**config.mk**
```make
export PLATFORM = sky130hd
export DESIGN_NAME = ap_run_sequencer
export DESIGN_NICKNAME = d
export VERILOG_FILES = /design/src/rtl/ap_run_sequencer.sv
export SDC_FILE = /design/constraint.sdc
export NUM_CORES = 1
export LEC_CHECK = 0
export CAP_MARGIN = 20
export CORE_MARGIN = 5
export CORE_UTILIZATION = 47
export DETAILED_ROUTE_END_ITERATION = 7
export PLACE_DENSITY_LB_ADDON = 0.1
export SYNTH_ARGS = -nofsm -noshare
export SYNTH_HDL_FRONTEND = slang
export SYNTH_SLANG_ARGS = --single-unit
```
**constraint.sdc**
```tcl
create_clock -name ap_clk -period 6.02 [get_ports ap_clk]
set_clock_uncertainty 0.1 [all_clocks]
set_input_delay 0.602 -clock ap_clk [delete_from_list [all_inputs] [get_ports ap_clk]]
set_output_delay 0.602 -clock ap_clk [all_outputs]
set_load 0.05 [all_outputs]
```
**src/rtl/ap_run_sequencer.sv**
```systemverilog
// Drives a kernel's ap_ctrl_hs handshake for a configured number of runs and
// counts the beats and packets the kernel emits while a sequence is active.
module ap_run_sequencer #(
  parameter int CNT_W = 16,
  parameter int TO_W  = 16
) (
  input  logic             ap_clk,
  input  logic             ap_rst_n,
  input  logic             go,
  input  logic             abort,
  input  logic [CNT_W-1:0] cfg_runs,
  input  logic [TO_W-1:0]  cfg_timeout,
  output logic             dut_start,
  input  logic             dut_ready,
  input  logic             dut_done,
  input  logic             dut_idle,
  input  logic             mon_tvalid,
  input  logic             mon_tready,
  input  logic             mon_tlast,
  output logic             busy,
  output logic             seq_done,
  output logic             timeout_err,
  output logic [CNT_W-1:0] runs_left,
  output logic [CNT_W-1:0] pkt_count,
  output logic [31:0]      beat_count
);

  typedef enum logic [1:0] {
    S_IDLE  = 2'd0,
    S_START = 2'd1,
    S_WAIT  = 2'd2
  } state_e;

  state_e           state_q;
  logic             start_q;
  logic             busy_q;
  logic             seq_done_q;
  logic             terr_q;
  logic [CNT_W-1:0] runs_left_q;
  logic [TO_W-1:0]  timeout_q;
  logic [TO_W-1:0]  timer_q;
  logic [CNT_W-1:0] pkt_q;
  logic [31:0]      beat_q;

  logic             beat_fire;
  logic [CNT_W-1:0] pkt_d;
  logic [31:0]      beat_d;
  logic             timer_expired;

  // Both stream counters stick at all-ones instead of wrapping.
  assign beat_fire     = mon_tvalid & mon_tready;
  assign beat_d        = (&beat_q) ? beat_q : beat_q + 32'd1;
  assign pkt_d         = (&pkt_q) ? pkt_q : pkt_q + CNT_W'(1);
  assign timer_expired = (timeout_q != '0) && (timer_q == timeout_q - TO_W'(1));

  always_ff @(posedge ap_clk or negedge ap_rst_n) begin
    if (!ap_rst_n) begin
      state_q     <= S_IDLE;
      start_q     <= 1'b0;
      busy_q      <= 1'b0;
      seq_done_q  <= 1'b0;
      terr_q      <= 1'b0;
      runs_left_q <= '0;
      timeout_q   <= '0;
      timer_q     <= '0;
      pkt_q       <= '0;
      beat_q      <= 32'd0;
    end else begin
      seq_done_q <= 1'b0;

      if (busy_q && beat_fire) begin
        beat_q <= beat_d;
        if (mon_tlast) pkt_q <= pkt_d;
      end

      case (state_q)
        S_IDLE: begin
          if (go && dut_idle) begin
            if (cfg_runs == '0) begin
              seq_done_q <= 1'b1;
            end else begin
              state_q     <= S_START;
              start_q     <= 1'b1;
              busy_q      <= 1'b1;
              runs_left_q <= cfg_runs;
              timeout_q   <= cfg_timeout;
              pkt_q       <= '0;
              beat_q      <= 32'd0;
              terr_q      <= 1'b0;
            end
          end
        end

        S_START: begin
          if (abort) begin
            state_q <= S_IDLE;
            start_q <= 1'b0;
            busy_q  <= 1'b0;
          end else if (dut_ready) begin
            runs_left_q <= runs_left_q - CNT_W'(1);
            // A done seen with ready closes the run without visiting WAIT.
            if (dut_done) begin
              if (runs_left_q == CNT_W'(1)) begin
                state_q    <= S_IDLE;
                start_q    <= 1'b0;
                busy_q     <= 1'b0;
                seq_done_q <= 1'b1;
              end
            end else begin
              state_q <= S_WAIT;
              start_q <= 1'b0;
              timer_q <= '0;
            end
          end
        end

        S_WAIT: begin
          if (abort) begin
            state_q <= S_IDLE;
            busy_q  <= 1'b0;
          end else if (dut_done) begin
            if (runs_left_q == '0) begin
              state_q    <= S_IDLE;
              busy_q     <= 1'b0;
              seq_done_q <= 1'b1;
            end else begin
              state_q <= S_START;
              start_q <= 1'b1;
            end
          end else if (timer_expired) begin
            state_q    <= S_IDLE;
            busy_q     <= 1'b0;
            terr_q     <= 1'b1;
            seq_done_q <= 1'b1;
          end else begin
            timer_q <= timer_q + TO_W'(1);
          end
        end

        default: begin
          state_q <= S_IDLE;
          start_q <= 1'b0;
          busy_q  <= 1'b0;
        end
      endcase
    end
  end

  assign dut_start   = start_q;
  assign busy        = busy_q;
  assign seq_done    = seq_done_q;
  assign timeout_err = terr_q;
  assign runs_left   = runs_left_q;
  assign pkt_count   = pkt_q;
  assign beat_count  = beat_q;

endmodule

```
==> impl_metrics.yaml <==
routing:
  routed-wl-met3_um: 905
  route.antenna.remaining_nets: 0
  route.vias.total: 5291
  wirelength_met1_um: 6737
  dr.first_iter.drc_count: 427
  dr.pass1.iters: 5
  maxUsedRoutingLayer: "met4"
  route.final.wire_length_um: 14900
  avgRoutedWirePerCell_um: 15.82
  route.detailed.vias_per_inst: 5.617
  detail_route.drc_violations: 0
  route.met2.wl_um: 7066
timing:
  fmaxAchievable_mhz: 275.2
  max-slew-margin-rel_pct: 36.42
  layout_worst_path_cycle_share_pct: 60.37
  finalMaxSlewViolations: 0
  report.final.setup_viol: 0
  final-hold-violation-count: 0
  minimum_clock_period_ps: 3634
  grt_setup_unrepaired: "false"
  fin_tns_setup_ps: 0
  worstMarginPinSlew_ps: 953.7
  fin_ws_ps: 2386
yosys:
  net_count_of_the_mapped_netlist: 720
  ys_top_cells_by_area: "sky130_fd_sc_hd__dfrtp_1, sky130_fd_sc_hd__xnor2_1, sky130_fd_sc_hd__nor2_1"
  syn-mean-instance-area_um2: 8.986
  synth_commonest_cells: "sky130_fd_sc_hd__dfrtp_1, sky130_fd_sc_hd__nor2_1, sky130_fd_sc_hd__nand2_1"
  synth-edff-count: 0
  ys_warn_count: 0
  synth.ff_latch_count: 102
  synth-main-ff-cell: "sky130_fd_sc_hd__dfrtp_1"
  post_synth_inst_count: 671
  synth_top_area_share_pct: 42.33
  number_of_distinct_library_cells_after_synthesis: 69
  yosys.area.top_type: "sky130_fd_sc_hd__dfrtp_1"
  synth_most_common_cell: "sky130_fd_sc_hd__dfrtp_1"
  yosysSeqAreaShare_pct: 42.33
  async_reset_ff_share_pct: 100.0
  synthesis.area_um2: 6030
power_and_ir_drop:
  switching_part_of_the_total_power_pct: 42.88
  irDropWorstVdd_mv: 0.2540
  p_leak_nw: 2.963
  p_int_mw: 1.572
  power_per_cell_area_nw_per_um2: 367.1
  switching_power_mw: 1.180
  power.share.combinational_pct: 40.0
  seqPwrFrac_pct: 38.1
  clockPowerShare_pct: 21.9
cts:
  setup_bufs_post_cts: 0
  clk_root_buffer_cell: "sky130_fd_sc_hd__clkbuf_16"
  clock_tree_from_tritoncts: "done"
  clkLatencyLatePin_ps: 350
  htree_depth: 3
  clockBufferDepth: 2
  tritoncts_sink_count: 102
  number_of_cts_inserted_buffers: 9
  ctsHoldBuffers: 0
  post_cts_resize_count: 0
  cts_clock_pin_slew_for_the_worst_setup_and_hold_paths_ps: 70
placement:
  buffer_ports.inserted: 109
  post-dp-hpwl_um: 10750
  place_ws_ps: 2288
  routabilityCongestion: 0.8607
worst_setup_path:
  critical_path_peak_fanout: 28
  timing.critical_path.required_ps: 6110
  data_arrival_time_of_the_critical_path_ps: 3730
  setup.worst_path.end_class: "register"
  crit_type: "reg -> reg"
  critPathLaunchType: "register"
global_routing:
  first_global_vias: 5100
  globalRouteOverflowTotal: 0
  grt.total_usage_pct: 20.45
  grt_antenna_before_repair: 0
  grt_max_degree: 76
  global_route_wire_length_before_repair_um: 24940
floorplan:
  fp-row-count: 41
  core_area_um2: 12620
  pin_count: 110
  dieArea_um2: 15190
  starting_density_pct: 47.78
  die_w_um: 123.3
  die_h_um: 123.3
hold_path:
  worstHoldPathType: "in -> async"
layout:
  design.final.nets: 814
  layout.area.seq_um2: 2552
  post_route_cells_drive_above_1_share_pct: 10.13
  fillers: 1168
  insertedDiodeCount: 0
  multi_input_logic_area_um2: 3191
  syn2layout_area_growth_pct: 24.32
status:
  outcome: "finished clean"
job:
  max_cap_viol_count: 0
==> final timing paths <==
kind                               startpoint       endpoint  slack (ps)  depth (start not counted)
worst max-delay path             timeout_q[0]    timer_q[13]        2390                         10
worst min-delay path                 ap_rst_n   pkt_count[6]          60                          1
worst max register to register   timeout_q[0]    timer_q[13]        2390                         10
worst min register to register  runs_left[13]  runs_left[13]         410                          2
max in group asynchronous            ap_rst_n    timer_q[15]        4480                          2
min in group ap_clk             runs_left[13]  runs_left[13]         410                          2
==> worst max-delay path, cell delays in order, from the launching register on <==
cell	delay, ps
sky130_fd_sc_hd__dfrtp_1	460
sky130_fd_sc_hd__inv_1	130
sky130_fd_sc_hd__ha_1	230
sky130_fd_sc_hd__or3b_2	490
sky130_fd_sc_hd__nor4_1	460
sky130_fd_sc_hd__nand2_1	100
sky130_fd_sc_hd__a31oi_1	270
sky130_fd_sc_hd__nand4_2	280
sky130_fd_sc_hd__a21oi_4	640
sky130_fd_sc_hd__or4_2	250
sky130_fd_sc_hd__a21oi_1	70
==> power by group through the flow <==
stage	Sequential, mW	Clock, mW	Combinational [mW]
finish	1.05	0.602	1.10
global placement	1.05	0	1.08
global route	1.08	0.652	1.21
detailed placement	1.05	0	1.10
CTS	1.04	0.624	1.10
floorplan	1.22	0	0.609
==> metal layers <==
layer / vias up / global-route usage [%]
met5: - / 0
li1: 2572 / -
met3: 17 / 5.627
met1: 2551 / 27.42
met2: 151 / 33.06
met4: 0 / 4.844
==> metrics by stage <==
step                      hold slack (ps)  power [mW]  instances  utilization [%]  instance area [µm²]
final                               57.29       2.752        942            59.40                 7496
after global routing                72.78       2.939        942            59.40                 7496
after CTS                           60.47       2.769        940            59.27                 7480
after detailed placement            400.1       2.151        924            56.85                 7174
after global placement              394.7       2.133        923            56.76                 7163
after floorplan                     206.4       1.832        671                -                 6030
==> layout make-up <==
class | instances | share of cell area, %
clock buffers | 9 | 3.005
clock inverters | 7 | 1.068
inverters | 25 | 1.252
multi-input cells | 512 | 42.56
flip-flops and latches | 102 | 34.05
well taps | 172 | 2.871
repair buffers | 115 | 15.19
==> state kept, by name, summed over array words and instances, names as in the netlist <==
name / cells
pkt_count: 16
dut_start: 1
timeout_q: 16
runs_left: 16
seq_done: 1
timeout_err: 1
timer_q: 16
busy: 1
state_q: 2
beat_count: 32
==> placed cells by master, fill, tap and decap left out, types with 6 or more instances in the layout <==
cell type,count
sky130_fd_sc_hd__nor2_1,76
sky130_fd_sc_hd__nor3_1,21
sky130_fd_sc_hd__dfrtp_1,102
sky130_fd_sc_hd__o31ai_1,6
sky130_fd_sc_hd__nor4_1,13
sky130_fd_sc_hd__o21ai_0,42
sky130_fd_sc_hd__o21ai_2,6
sky130_fd_sc_hd__inv_1,25
sky130_fd_sc_hd__xnor2_1,33
sky130_fd_sc_hd__nand4_1,15
sky130_fd_sc_hd__or3_1,10
sky130_fd_sc_hd__nand2_1,53
sky130_fd_sc_hd__clkbuf_16,9
sky130_fd_sc_hd__nand3_1,36
sky130_fd_sc_hd__mux2_2,12
sky130_fd_sc_hd__or3_2,9
sky130_fd_sc_hd__and3_1,14
sky130_fd_sc_hd__and2_1,8
sky130_fd_sc_hd__xor2_1,26
sky130_fd_sc_hd__clkdlybuf4s50_1,108
sky130_fd_sc_hd__ha_1,7
sky130_fd_sc_hd__a21oi_1,41
==> logic make-up (layout without fill, tap and decap cells) <==
group	Yosys count	count (layout)	synth area share (%)
AO/OA/AOI/OAI	136	136	14.32
XOR/XNOR	59	59	8.570
adder cells (fa/ha/maj)	7	7	1.453
buffers and inverters	57	156	4.918
flip-flops	102	102	42.33
multiplexers	14	14	2.573
AND/OR/NAND/NOR	296	296	25.84
No activity file was read; power rests on OpenSTA's default activity.
==> RTL edit (config.mk and constraints unchanged) <==
Put one more register stage on the output `pkt_count`, with the module's reset. The value now appears one clock later. The other outputs are not delayed to match.
--- a/src/rtl/ap_run_sequencer.sv
+++ b/src/rtl/ap_run_sequencer.sv
@@ -151,7 +151,13 @@
   assign seq_done    = seq_done_q;
   assign timeout_err = terr_q;
   assign runs_left   = runs_left_q;
-  assign pkt_count   = pkt_q;
+  always_ff @(posedge ap_clk or negedge ap_rst_n) begin
+    if (!ap_rst_n) begin
+      pkt_count <= '0;
+    end else begin
+      pkt_count <= pkt_q;
+    end
+  end
   assign beat_count  = beat_q;
 
 endmodule
Formal check against the unedited RTL: not equivalent (Yosys sat finds a counterexample within 4 cycles, from zero or initial values and one cycle with ap_rst_n low).
==> RTL edit against the original RTL <==
Via count shrank 0.95%; routed wire length grew 3.9%; fmax grew 8.2%; register-to-register slack gained 450 ps; global-route usage grew 0.15 points; sequential cell count grew 16; worst setup slack gained 280 ps; area after synthesis grew 2.4%; core utilization grew 3.1 points; cell area grew 6.4%; total power grew 18%; die area grew 2.2%.
==> RTL edit: results <==
export IMPL_status="completed"
export IMPL_cp_max_fo=71
export IMPL_worstReg2RegStart="timeout_q[0]"
export IMPL_cts_repair_resized=0
export IMPL_diodes=0
export IMPL_final_cell_count_no_fill=940
export IMPL_grt_pass1_vias=5295
export IMPL_r2r_cells=9
export IMPL_tightest_slew_ps=1070
export IMPL_cp_endpoint="runs_left[0]"
export IMPL_post_dp_cell_area_um2=7400
export IMPL_p_leak_nw=3.34
export IMPL_antenna_found_initial=0
export IMPL_post_cts_setup_buffers=0
export IMPL_clock_latency_ps=420
export IMPL_path_clk_slew_ps=50
export IMPL_htreeDepth=4
export IMPL_crit_family="compound AO/OA/AOI/OAI gates"
export IMPL_wl_per_cell_um=16.5
export IMPL_cts_buffers=17
export IMPL_max_stage_delay_ps=930
export IMPL_syn_num_nets=698
export IMPL_ys_top_cells_by_area="dfrtp_1, xor2_1, nor2_1, nand2_1, a21oi_1"
export IMPL_largest_register_ffs=32
export IMPL_grt_max_degree=72
export IMPL_dp_hpwl_um=10700
export IMPL_avgViaCountPerCell=5.58
export IMPL_slowest_stage="a21oi_1"
export IMPL_grt_first_pass_wirelength_um=26500
export IMPL_r2r_setup_slack_ps=2840
export IMPL_dp_cells=908
export IMPL_drtPass1Iterations=5
export IMPL_cts_buffer_depth=2
export IMPL_fin_nets=804
export IMPL_drive_above_1_share_pct=8.20
export IMPL_crit_path_start="cfg_runs[11]"
export IMPL_cp_arrival_ps=3550
export IMPL_cts_root_buf="clkbuf_16"
export IMPL_ys_seq_area_share_pct=47.8
export IMPL_setup_violations_final=0
export IMPL_hold_path_class="input pin to asynchronous set/reset pin"
export IMPL_synth_cell_type_count=57
export IMPL_p_per_area_nw_per_um2=407
export IMPL_grt_usage_pct=20.6
export IMPL_r2r_end="timer_q[14]"
export IMPL_gp_congestion=0.839
export IMPL_ys_warn_count=0
export IMPL_syn_inst=649
export IMPL_ir_worst_vdd_uv=230
export IMPL_n_fill_cell=1039
export IMPL_io_buffers=109
export IMPL_synthTopCellsByCount="dfrtp_1, nor2_1, nand2_1"
export IMPL_drt_initial_drc_count=282
==> RTL edit: changes by cell type after synthesis, moves of 6 or more <==
cell / delta
xor2_1: +16
inv_1: -14
o21ai_2: -6
and4_1: +7
dfrtp_1: +16
mux2i_1: +9
a21oi_1: -7
or3_2: -9
xnor2_1: -15
or4_1: +9
o21ai_0: -11
nand2_1: +14
==> RTL edit: worst min-delay path by stage <==
| stage | from | end | slack [ps] | cells after the start |
|---|---|---|---|---|
| 2_1_floorplan | ap_rst_n | beat_count[0] | 210 | 0 |
| 3_3_place_gp | pkt_q[11] | pkt_count[11] | 300 | 0 |
| 3_5_place_dp | pkt_q[8] | pkt_count[8] | 310 | 0 |
| 4_1_cts | ap_rst_n | timer_q[14] | 170 | 1 |
| 5_1_grt | ap_rst_n | timer_q[14] | 200 | 1 |
| 6_report | ap_rst_n | timer_q[14] | 150 | 1 |
==> RTL edit: routing by layer <==
metal  wire length [um]  part of all wire [%]  up-vias  global-route usage (%)
li1                   -                     -     2536                       -
met1               7130                    46     2557                    27.4
met2               7300                    47      123                    32.0
met3                727                   4.7       25                    6.35
met4                319                   2.1        0                    7.22
met5                  0                     0        -                       0
==> RTL edit: worst reg2reg max path, cell delays in order, from the launching register on <==
cell	delay, ps
dfrtp_1	410
inv_1	110
ha_1	180
nor3b_2	440
nor4b_2	350
a31oi_1	180
or4_4	520
o31ai_4	480
or4_1	210
a21oi_2	50
==> RTL edit: stage by stage <==
step | hold slack, ps | setup WS [ps]
after detailed placement | 307 | 2240
final | 147 | 2660
after global placement | 296 | 2350
after global routing | 203 | 2470
after floorplan | 206 | 3260
after CTS | 173 | 2680
==> RTL edit: cells by family after synthesis <==
logic type                 Yosys count  share of synthesized area, %
and+or+nand+nor                    296                          24.6
DFF                                118                          47.8
xor gates and xnor gates            60                          8.51
AOI/OAI and AO/OA                  107                          10.8
muxes                               25                          4.34
buffers and inverters               36                          2.45
adders and majority gates            7                          1.42
==> RTL edit: power by group <==
| part | leakage (nW) | internal (mW) | switching, mW |
|---|---|---|---|
| registers | 1.57 | 0.941 | 0.214 |
| clock network | 0.278 | 0.589 | 0.405 |
| logic | 1.49 | 0.421 | 0.675 |
| total | 3.34 | 1.95 | 1.29 |
==> RTL edit: cell type report <==
cell class	instances	area share, %
clock buffers	18	5.51
clock inverters	14	1.77
inverters	11	0.518
multi-input cells	495	38.6
flip-flops and latches	118	37.0
well taps	172	2.70
repair buffers	112	13.9
